### src/rtl/uart_stream_bridge.sv
// -----------------------------------------------------------------------------
// uart_stream_bridge
//
// Bus initiator for the UART core's parallel CPU-side interface. Bytes offered
// on the TX valid/ready stream become single-cycle UART write strobes. Bytes
// held by the UART are drained through single-cycle read strobes into a 1-deep
// RX valid/ready buffer, tagged with the parity/framing error flags. When both
// directions want the bus at once, they take turns.
//
// Parameters
//   RX_SETTLE  cycles (1..7) spent in SETTLE after a read strobe
//   TX_SETTLE  cycles (1..7) spent in SETTLE after a write strobe
//   CNT_W      width of the saturating error counters
//
// Ports
//   CLK, RESET            clock, synchronous active-high reset
//   TX_DATA/VALID/READY   inbound byte stream to transmit
//   RX_DATA/PERR/FERR     received byte with its error tags
//   RX_VALID/READY        outbound handshake for the received byte
//   UART_CSN/WEN/OEN      registered active-low UART strobes
//   UART_DATA_IN          registered byte driven to the UART
//   UART_DATA_OUT         byte presented by the UART
//   UART_TXRDY/RXRDY      UART can accept a byte / holds a byte
//   UART_*_ERR, OVERFLOW  UART status flags
//   PERR/FERR/OVF_COUNT   saturating error counters
//   BUSY                  a transaction or settle period is in progress
// -----------------------------------------------------------------------------
module uart_stream_bridge #(
    parameter int RX_SETTLE = 2,
    parameter int TX_SETTLE = 2,
    parameter int CNT_W     = 16
) (
    input  logic             CLK,
    input  logic             RESET,
    input  logic [7:0]       TX_DATA,
    input  logic             TX_VALID,
    output logic             TX_READY,
    output logic [7:0]       RX_DATA,
    output logic             RX_PERR,
    output logic             RX_FERR,
    output logic             RX_VALID,
    input  logic             RX_READY,
    output logic             UART_CSN,
    output logic             UART_WEN,
    output logic             UART_OEN,
    output logic [7:0]       UART_DATA_IN,
    input  logic [7:0]       UART_DATA_OUT,
    input  logic             UART_TXRDY,
    input  logic             UART_RXRDY,
    input  logic             UART_PARITY_ERR,
    input  logic             UART_FRAMING_ERR,
    input  logic             UART_OVERFLOW,
    output logic [CNT_W-1:0] PERR_COUNT,
    output logic [CNT_W-1:0] FERR_COUNT,
    output logic [CNT_W-1:0] OVF_COUNT,
    output logic             BUSY
);

    typedef enum logic [1:0] {
        IDLE   = 2'd0,
        RD     = 2'd1,
        WR     = 2'd2,
        SETTLE = 2'd3
    } state_t;

    typedef enum logic {
        GRANT_TX = 1'b0,
        GRANT_RX = 1'b1
    } grant_t;

    localparam logic [2:0]       RX_SETTLE_CNT = 3'(RX_SETTLE);
    localparam logic [2:0]       TX_SETTLE_CNT = 3'(TX_SETTLE);
    localparam logic [CNT_W-1:0] CNT_MAX       = '1;
    localparam logic [CNT_W-1:0] CNT_ONE       = {{(CNT_W-1){1'b0}}, 1'b1};

    state_t     state;
    state_t     state_next;
    logic [2:0] settle_cnt;
    logic [2:0] settle_cnt_next;
    grant_t     last_grant;

    logic rx_elig;
    logic tx_fire;
    logic rx_fire;
    logic ovf_prev;

    logic csn_next;
    logic wen_next;
    logic oen_next;

    // ------------------------------------------------------------------------
    // Arbitration. TX_READY is withheld only when RX would win a tie, so a
    // producer sees a stable ready independent of its own TX_VALID.
    // ------------------------------------------------------------------------
    assign rx_elig  = UART_RXRDY & ~RX_VALID;
    assign TX_READY = ~RESET & (state == IDLE) & UART_TXRDY
                    & ~(rx_elig & (last_grant == GRANT_TX));
    assign tx_fire  = TX_VALID & TX_READY;
    // RX takes the bus whenever it is eligible and TX did not win this cycle.
    assign rx_fire  = (state == IDLE) & rx_elig & ~tx_fire;
    assign BUSY     = (state != IDLE);

    // ------------------------------------------------------------------------
    // Next-state logic
    // ------------------------------------------------------------------------
    always_comb begin
        // NOTE: every signal assigned here gets a default first so no path
        // leaves it unassigned, which would otherwise infer a latch.
        state_next      = state;
        settle_cnt_next = settle_cnt;
        case (state)
            IDLE: begin
                if (tx_fire) begin
                    state_next = WR;
                end else if (rx_fire) begin
                    state_next = RD;
                end
            end
            RD: begin
                state_next      = SETTLE;
                settle_cnt_next = RX_SETTLE_CNT;
            end
            WR: begin
                state_next      = SETTLE;
                settle_cnt_next = TX_SETTLE_CNT;
            end
            SETTLE: begin
                // The count loaded on entry equals the number of SETTLE cycles.
                settle_cnt_next = settle_cnt - 3'd1;
                if (settle_cnt <= 3'd1) begin
                    state_next = IDLE;
                end
            end
            default: state_next = IDLE;
        endcase
    end

    // ------------------------------------------------------------------------
    // Output logic: strobe levels for the coming cycle, registered below so
    // the UART sees glitch-free strobes that are low exactly while in RD/WR.
    // ------------------------------------------------------------------------
    always_comb begin
        csn_next = ~((state_next == RD) | (state_next == WR));
        wen_next = (state_next != WR);
        oen_next = (state_next != RD);
    end

    // ------------------------------------------------------------------------
    // State register, UART output registers, RX buffer and counters
    // ------------------------------------------------------------------------
    always_ff @(posedge CLK) begin
        // NOTE: sequential state uses non-blocking assignments so every
        // register samples pre-edge values regardless of statement order.
        if (RESET) begin
            state        <= IDLE;
            settle_cnt   <= 3'd0;
            last_grant   <= GRANT_TX;
            UART_CSN     <= 1'b1;
            UART_WEN     <= 1'b1;
            UART_OEN     <= 1'b1;
            UART_DATA_IN <= 8'h00;
            RX_DATA      <= 8'h00;
            RX_PERR      <= 1'b0;
            RX_FERR      <= 1'b0;
            RX_VALID     <= 1'b0;
            ovf_prev     <= 1'b0;
            PERR_COUNT   <= '0;
            FERR_COUNT   <= '0;
            OVF_COUNT    <= '0;
        end else begin
            state      <= state_next;
            settle_cnt <= settle_cnt_next;
            UART_CSN   <= csn_next;
            UART_WEN   <= wen_next;
            UART_OEN   <= oen_next;

            if (tx_fire) begin
                UART_DATA_IN <= TX_DATA;
                last_grant   <= GRANT_TX;
            end
            if (rx_fire) begin
                last_grant <= GRANT_RX;
            end

            // RD is only entered with an empty buffer, so capture and drain
            // never coincide.
            if (state == RD) begin
                RX_DATA  <= UART_DATA_OUT;
                RX_PERR  <= UART_PARITY_ERR;
                RX_FERR  <= UART_FRAMING_ERR;
                RX_VALID <= 1'b1;
                if (UART_PARITY_ERR && (PERR_COUNT != CNT_MAX)) begin
                    PERR_COUNT <= PERR_COUNT + CNT_ONE;
                end
                if (UART_FRAMING_ERR && (FERR_COUNT != CNT_MAX)) begin
                    FERR_COUNT <= FERR_COUNT + CNT_ONE;
                end
            end else if (RX_VALID && RX_READY) begin
                RX_DATA  <= 8'h00;
                RX_PERR  <= 1'b0;
                RX_FERR  <= 1'b0;
                RX_VALID <= 1'b0;
            end

            ovf_prev <= UART_OVERFLOW;
            if (UART_OVERFLOW && !ovf_prev && (OVF_COUNT != CNT_MAX)) begin
                OVF_COUNT <= OVF_COUNT + CNT_ONE;
            end
        end
    end

endmodule

### config.mk
export PLATFORM = sky130hd
export DESIGN_NAME = uart_stream_bridge
export DESIGN_NICKNAME = d
export VERILOG_FILES = /design/src/rtl/uart_stream_bridge.sv
export SDC_FILE = /design/constraint.sdc
export NUM_CORES = 1
export LEC_CHECK = 0
export CELL_PAD_IN_SITES_DETAIL_PLACEMENT = 2
export CELL_PAD_IN_SITES_GLOBAL_PLACEMENT = 2
export CORE_MARGIN = 2
export CORE_UTILIZATION = 25
export CTS_CLUSTER_DIAMETER = 150
export DETAILED_ROUTE_END_ITERATION = 10
export PLACE_DENSITY_LB_ADDON = 0.1
export SLEW_MARGIN = 20
export SYNTH_ARGS = -nofsm -noshare
export SYNTH_HDL_FRONTEND = slang
export SYNTH_SLANG_ARGS = --single-unit
### constraint.sdc
create_clock -name CLK -period 2.2 [get_ports CLK]
set_clock_uncertainty 0.2 [all_clocks]
set_input_delay 0.33 -clock CLK [delete_from_list [all_inputs] [get_ports CLK]]
set_output_delay 0.33 -clock CLK [all_outputs]
set_load 0.01 [all_outputs]
; ---- After elaboration in Yosys (flattened, before gate mapping)
; Index checks and enable logic that the tools add are counted.
[classes]
n_addsub = 4
n_mul = 0
div = 0
order_cmp = 1
n_eq_ne = 10
shifts = 0
n_mux = 13
n_bitwise = 15
n_reduce_logical = 14
[op_table]
columns = operator, count
row1 = $add A16 B1 Y16 const B, 3
row2 = $ne A16 B16 Y1 const B, 3
row3 = $mux W8, 2
row4 = $and A1 B1 Y1, 8
row5 = $reduce_bool A2 Y1, 4
row6 = $eq A2 B2 Y1 const B, 3
row7 = $mux W1, 6
row8 = $mux W2, 3
row9 = $not A1 Y1, 6
row10 = $pmux W2 S3, 1
row11 = $pmux W3 S2, 1
row12 = $logic_and A1 B1 Y1, 5
row13 = $eq A2 B1 Y1 const B, 2
row14 = $reduce_and A2 Y1, 2
row15 = $le A3 B1 Y1 const B, 1
row16 = $sub A3 B1 Y3 const B, 1
row17 = $logic_not A2 Y1, 1
row18 = $ne A2 B1 Y1 const B, 1
row19 = $ne A2 B2 Y1 const B, 1
row20 = $reduce_or A2 Y1, 1
row21 = $logic_not A1 Y1, 1
row22 = $or A1 B1 Y1, 1
[word_totals]
register_bits = 77
latch_bits = 0
mem_bits_rw = 0
romBits = 0
inputBits = 25
out_inout_bits = 72
wordCells = 72
memories = 0

; ---- Logic depth before layout (Yosys ltp)
; Gate-level depths: netlist of run 1.
[logic_depth]
depth_word = 14
mapped_depth = 8
ltp_nobuf = 8

; ---- Least setup slack after synthesis of run 1
; Ideal clock, no wire load.
[synth_timing]
path_type = register to register
start = register state[0]
end = register UART_CSN
setup_time_ns = 0.123
arrival_ns = 1.876
t_required_ns = 1.877
slack_ns = 0.001
stages_incl_launch_ff = 9
synth_period_minus_slack_ns = 2.199
path_cell_list = dfxtp_1 inv_1 ha_1 and3b_1 nand3_1 a32oi_1 inv_1 ha_1 or2_2
[synth_between]
elab_chain_cells = 13
[synth_lines]
columns = element, line
row1 = from (decl), 76  ; state_t state;
row2 = from (signal assigned), 171  ; state <= state_next;
row3 = $logic_not A2 Y1, "96, 100, 111"
row4 = $and A1 B1 Y1 (2 in series), 96  ; assign TX_READY = ~RESET & (state == IDLE) & UART_TXRDY
row5 = $and A1 B1 Y1, 97  ; & ~(rx_elig & (last_grant == GRANT_TX));
row6 = $and A1 B1 Y1, 98  ; assign tx_fire = TX_VALID & TX_READY;
row7 = $not A1 Y1, 100  ; assign rx_fire = (state == IDLE) & rx_elig & ~tx_fire;
row8 = $and A1 B1 Y1, 100
row9 = $mux W2, 115  ; end else if (rx_fire) begin
row10 = $mux W2, 113  ; if (tx_fire) begin
row11 = $pmux W2 S3 (*), 111  ; case (state)
row12 = net state_next[1], 77  ; state_t state_next;
row13 = $eq A2 B1 Y1 / $eq A2 B2 Y1 (equally long branches), 143  ; csn_next = ~((state_next == RD) | (state_next == WR));
row14 = $or A1 B1 Y1 (*), 143
row15 = $not A1 Y1 (*), 143
row16 = net csn_next, 87  ; logic csn_next;
row17 = to (signal assigned), 173  ; UART_CSN <= csn_next;
row18 = to (decl), 43  ; output logic UART_CSN,
; The timed path passes the listed nets; every way through them passes the cells marked *.
; A chain may end at the register's enable or synchronous reset.

; ---- Final worst setup path of run 1
[layout_timing]
start = input port UART_RXRDY
end = register UART_CSN
[layout_between]
elab_chain_cells = 13
[layout_lines]
columns = element, line
row1 = from (decl), 49  ; input logic UART_RXRDY,
row2 = $and A1 B1 Y1 (*), 95  ; assign rx_elig = UART_RXRDY & ~RX_VALID;
row3 = $and A1 B1 Y1, 97
row4 = $not A1 Y1, 97
row5 = $and A1 B1 Y1, 97
row6 = $and A1 B1 Y1, 98
row7 = $not A1 Y1, 100
row8 = $and A1 B1 Y1, 100
row9 = $mux W2, 115
row10 = $mux W2 (*), 113
row11 = $pmux W2 S3 (*), 111
row12 = net state_next[1], 77
row13 = $eq A2 B1 Y1 / $eq A2 B2 Y1 (equally long branches), 143
row14 = $or A1 B1 Y1 (*), 143
row15 = $not A1 Y1 (*), 143
row16 = net csn_next, 87
; Marked as above.

==> results of run 1 <==
power breakdown:
part | leakage, nW | switching [mW] | internal (mW)
sequential | 0.624 | 0.0826 | 1.52
combinational | 1.17 | 0.629 | 0.678
clock | 0.134 | 0.572 | 0.826
registers in the layout (all words and copies together) (netlist names):
signal and cells:
settle_cnt 3, UART_OEN 1, last_grant 1, RX_FERR 1, RX_VALID 1, PERR_COUNT 16, FERR_COUNT 16, UART_WEN 1
UART_CSN 1, OVF_COUNT 16, RX_PERR 1, UART_DATA_IN 8, ovf_prev 1, state 2, RX_DATA 8
critical path: stages:
cell and delay, ps:
clkdlybuf4s50_1 490, or3b_1 390, buf_4 150, nand3_1 110, a32oi_2 130, inv_1 80, ha_1 230, or2_2 280
kinds of logic after synthesis:
logic type | after synthesis | share of synthesized area, %
XOR/XNOR | 2 | 0.476
adder cells (fa/ha/maj) | 11 | 3.74
flip-flops | 77 | 41.9
AND/OR/NAND/NOR | 181 | 27.1
buffers and inverters | 38 | 4.01
AO/OA/AOI/OAI | 112 | 20.2
multiplexers | 9 | 2.58
per-layer routing:
layer	vias to the layer above	track usage, %	part of all wire, %
li1	1891	-	-
met1	1945	19.3	44
met2	64	29.5	51
met3	10	4.88	3.8
met4	0	4.31	1.0
met5	-	0	0
repair_timing:
item / in CTS / in global routing
buffers inserted: 0 / 5
endpoints found under the setup margin: 25 / 11
pin swaps: 0 / 3
resized for setup: 10 / 10
worst max-delay path by stage:
stage and end:
6_report UART_CSN, 5_1_grt UART_CSN, 4_1_cts TX_READY, 3_5_place_dp UART_CSN, 3_3_place_gp TX_READY, 2_1_floorplan UART_CSN
metrics by stage:
stage               area [µm²]  power (mW)  setup WS [ps]
detailed placement        5150        2.84           -306
global placement          5150        2.78           -275
floorplan                 3680        2.17          0.659
CTS                       5460        4.33          -38.6
finish                    5530        4.31           19.1
global route              5530        4.60          -7.18
placed cells by master, fill, tap and decap left out, types with 9 or more instances in the layout:
cell type	synthesis	final
nand3_1	21	21
o31ai_1	9	9
clkbuf_16	0	9
ha_1	11	9
inv_1	19	17
a21oi_1	41	40
and3_1	10	10
dfxtp_1	77	76
o21ai_0	14	14
nand2_1	33	33
clkdlybuf4s50_1	0	93
nor2_1	30	30
nand4_1	15	15
nor4_1	10	9
or4_1	9	9
buf_4	0	51
or3_1	12	11
area by class of cell:
type | count | share of cell area (%)
tap | 184 | 4.16
multi-input combinational | 315 | 37.1
sequential | 77 | 28.0
clock inverter | 1 | 0.0905
clock buffer | 15 | 4.84
inverter | 19 | 1.29
timing repair buffer | 148 | 24.5
antenna | 1 | 0.0453
==> run summary, run 1 <==
Post-synthesis cell type count: 63
R2r worst-path depth: 8
Main flop type after synthesis: dfxtp_1
Num Clock Sinks: 77
CTS Hold Bufs: 0
Min Tclk post-route: 2180 ps
Fin. Hold Viols: 0
Area growth from synthesis to layout: 50.2%
Hold crit path type: reg2reg
Synthesized net count: 466
Clk pin slew, worst setup/hold paths: 60 ps
CP Class: in2reg
Fmax: 0.459 GHz
Hold_ws: 257 ps
Seq/Total Area, Yosys: 41.9%
Clock Tree Buf Depth: 2
WL/cell: 16.9 µm
Hold path depth: 2
Ys Warns: 0
Die height: 125 µm
P per Cell Area: 780 nW/µm²
Vias per inst: 5.14
TritonCTS clock tree: yes
All-Layer GR Usage: 16.5%
Global-route wire length before repair: 21.1 mm
Post-DRT Antenna Nets: 0
CP max FO: 2
Slew Limit Fails: 0
Cell with the most instances after synthesis: dfxtp_1
Leakage: 1.93 nW
Synth async-reset ratio: 0%
Synthesized cell area: 3680 µm²
Via count: 3910
Max Cap Violations: 0
Post-layout util: 38.2%
RR Startpoint: state[0]
Largest net degree at the start of global routing: 72
Setup slack, reg-to-reg: 60 ps
RD Place Congestion: 0.774
Crit path capture type: flop
H-tree Lvls: 3
PortBufs: 96
DRT Pass-1 Iters: 4
Initial core utilization: 25.4%
Endpoints failing setup: 0
Synth area leaders: dfxtp_1 42%, a21oi_1 5.6%, ha_1 3.7%, nand2_1 3.4%, nor2_1 3.1%
Outcome: completed
Non-filler cells, final: 760
Worst EP arrival: 2200 ps
CP startpoint: UART_RXRDY
Ports: 97
Drt drc: 0
Fill count: 1635
1st-iter DRT viols: 113
Die ar.: 15700 µm²
Synth area leader: dfxtp_1
Cell count after synthesis: 430
Area of the multi-input gates: 2050 µm²
Register area: 1550 µm²
Clock Latency Late Sink: 340 ps
Slew @ Worst Pin: 603 ps
Total global routing overflow: 0
Initial antenna violation count: 1
Worst R2R End: UART_CSN
Hold endpoint: UART_DATA_IN[0]
Die extent in x: 125 µm
Flops & latches, synth: 77
CP Launch Type: input pin
Cts bufs inserted: 9
Root buffer cell: clkbuf_16
Final setup TNS: 0 ps
DP HPWL: 9.44 mm
Commonest cells post-synth: 77 x dfxtp_1, 41 x a21oi_1, 33 x nand2_1, 30 x nor2_1, 21 x nand3_1
Maximum vdd ir drop: 352 µV
Tcrit/Tclk final: 99.1%
Post-synth EDFFs: 0
Inst Count DP: 738
Total core area: 14500 µm²
Required time worst endpoint: 2220 ps
Share of cells above drive strength 1: 15.7%
Worst Hold Launch: UART_DATA_IN[0]
Avg Inst Size Synth: 8.56 µm²
Nets@finish: 606
Slew Limit Headroom: 59.8%
Number of global-route vias before repair: 4122
Share of the synthesized area in the top cell type: 41.9%
Post-Route WL: 12.8 mm
# rows: 44
No activity file was read; power rests on OpenSTA's default activity.
==> run 2, diff against run 1 <==
- ABC_CLOCK_PERIOD_IN_PS: unset -> 2200
==> results of run 2 <==
Final layout, timing and power as in run 1 (identical DEF).
==> run 3, diff against run 2 <==
- ABC_CLOCK_PERIOD_IN_PS: 2200 -> unset
==> results of run 3 <==
Final layout, timing and power as in run 1 (identical DEF).
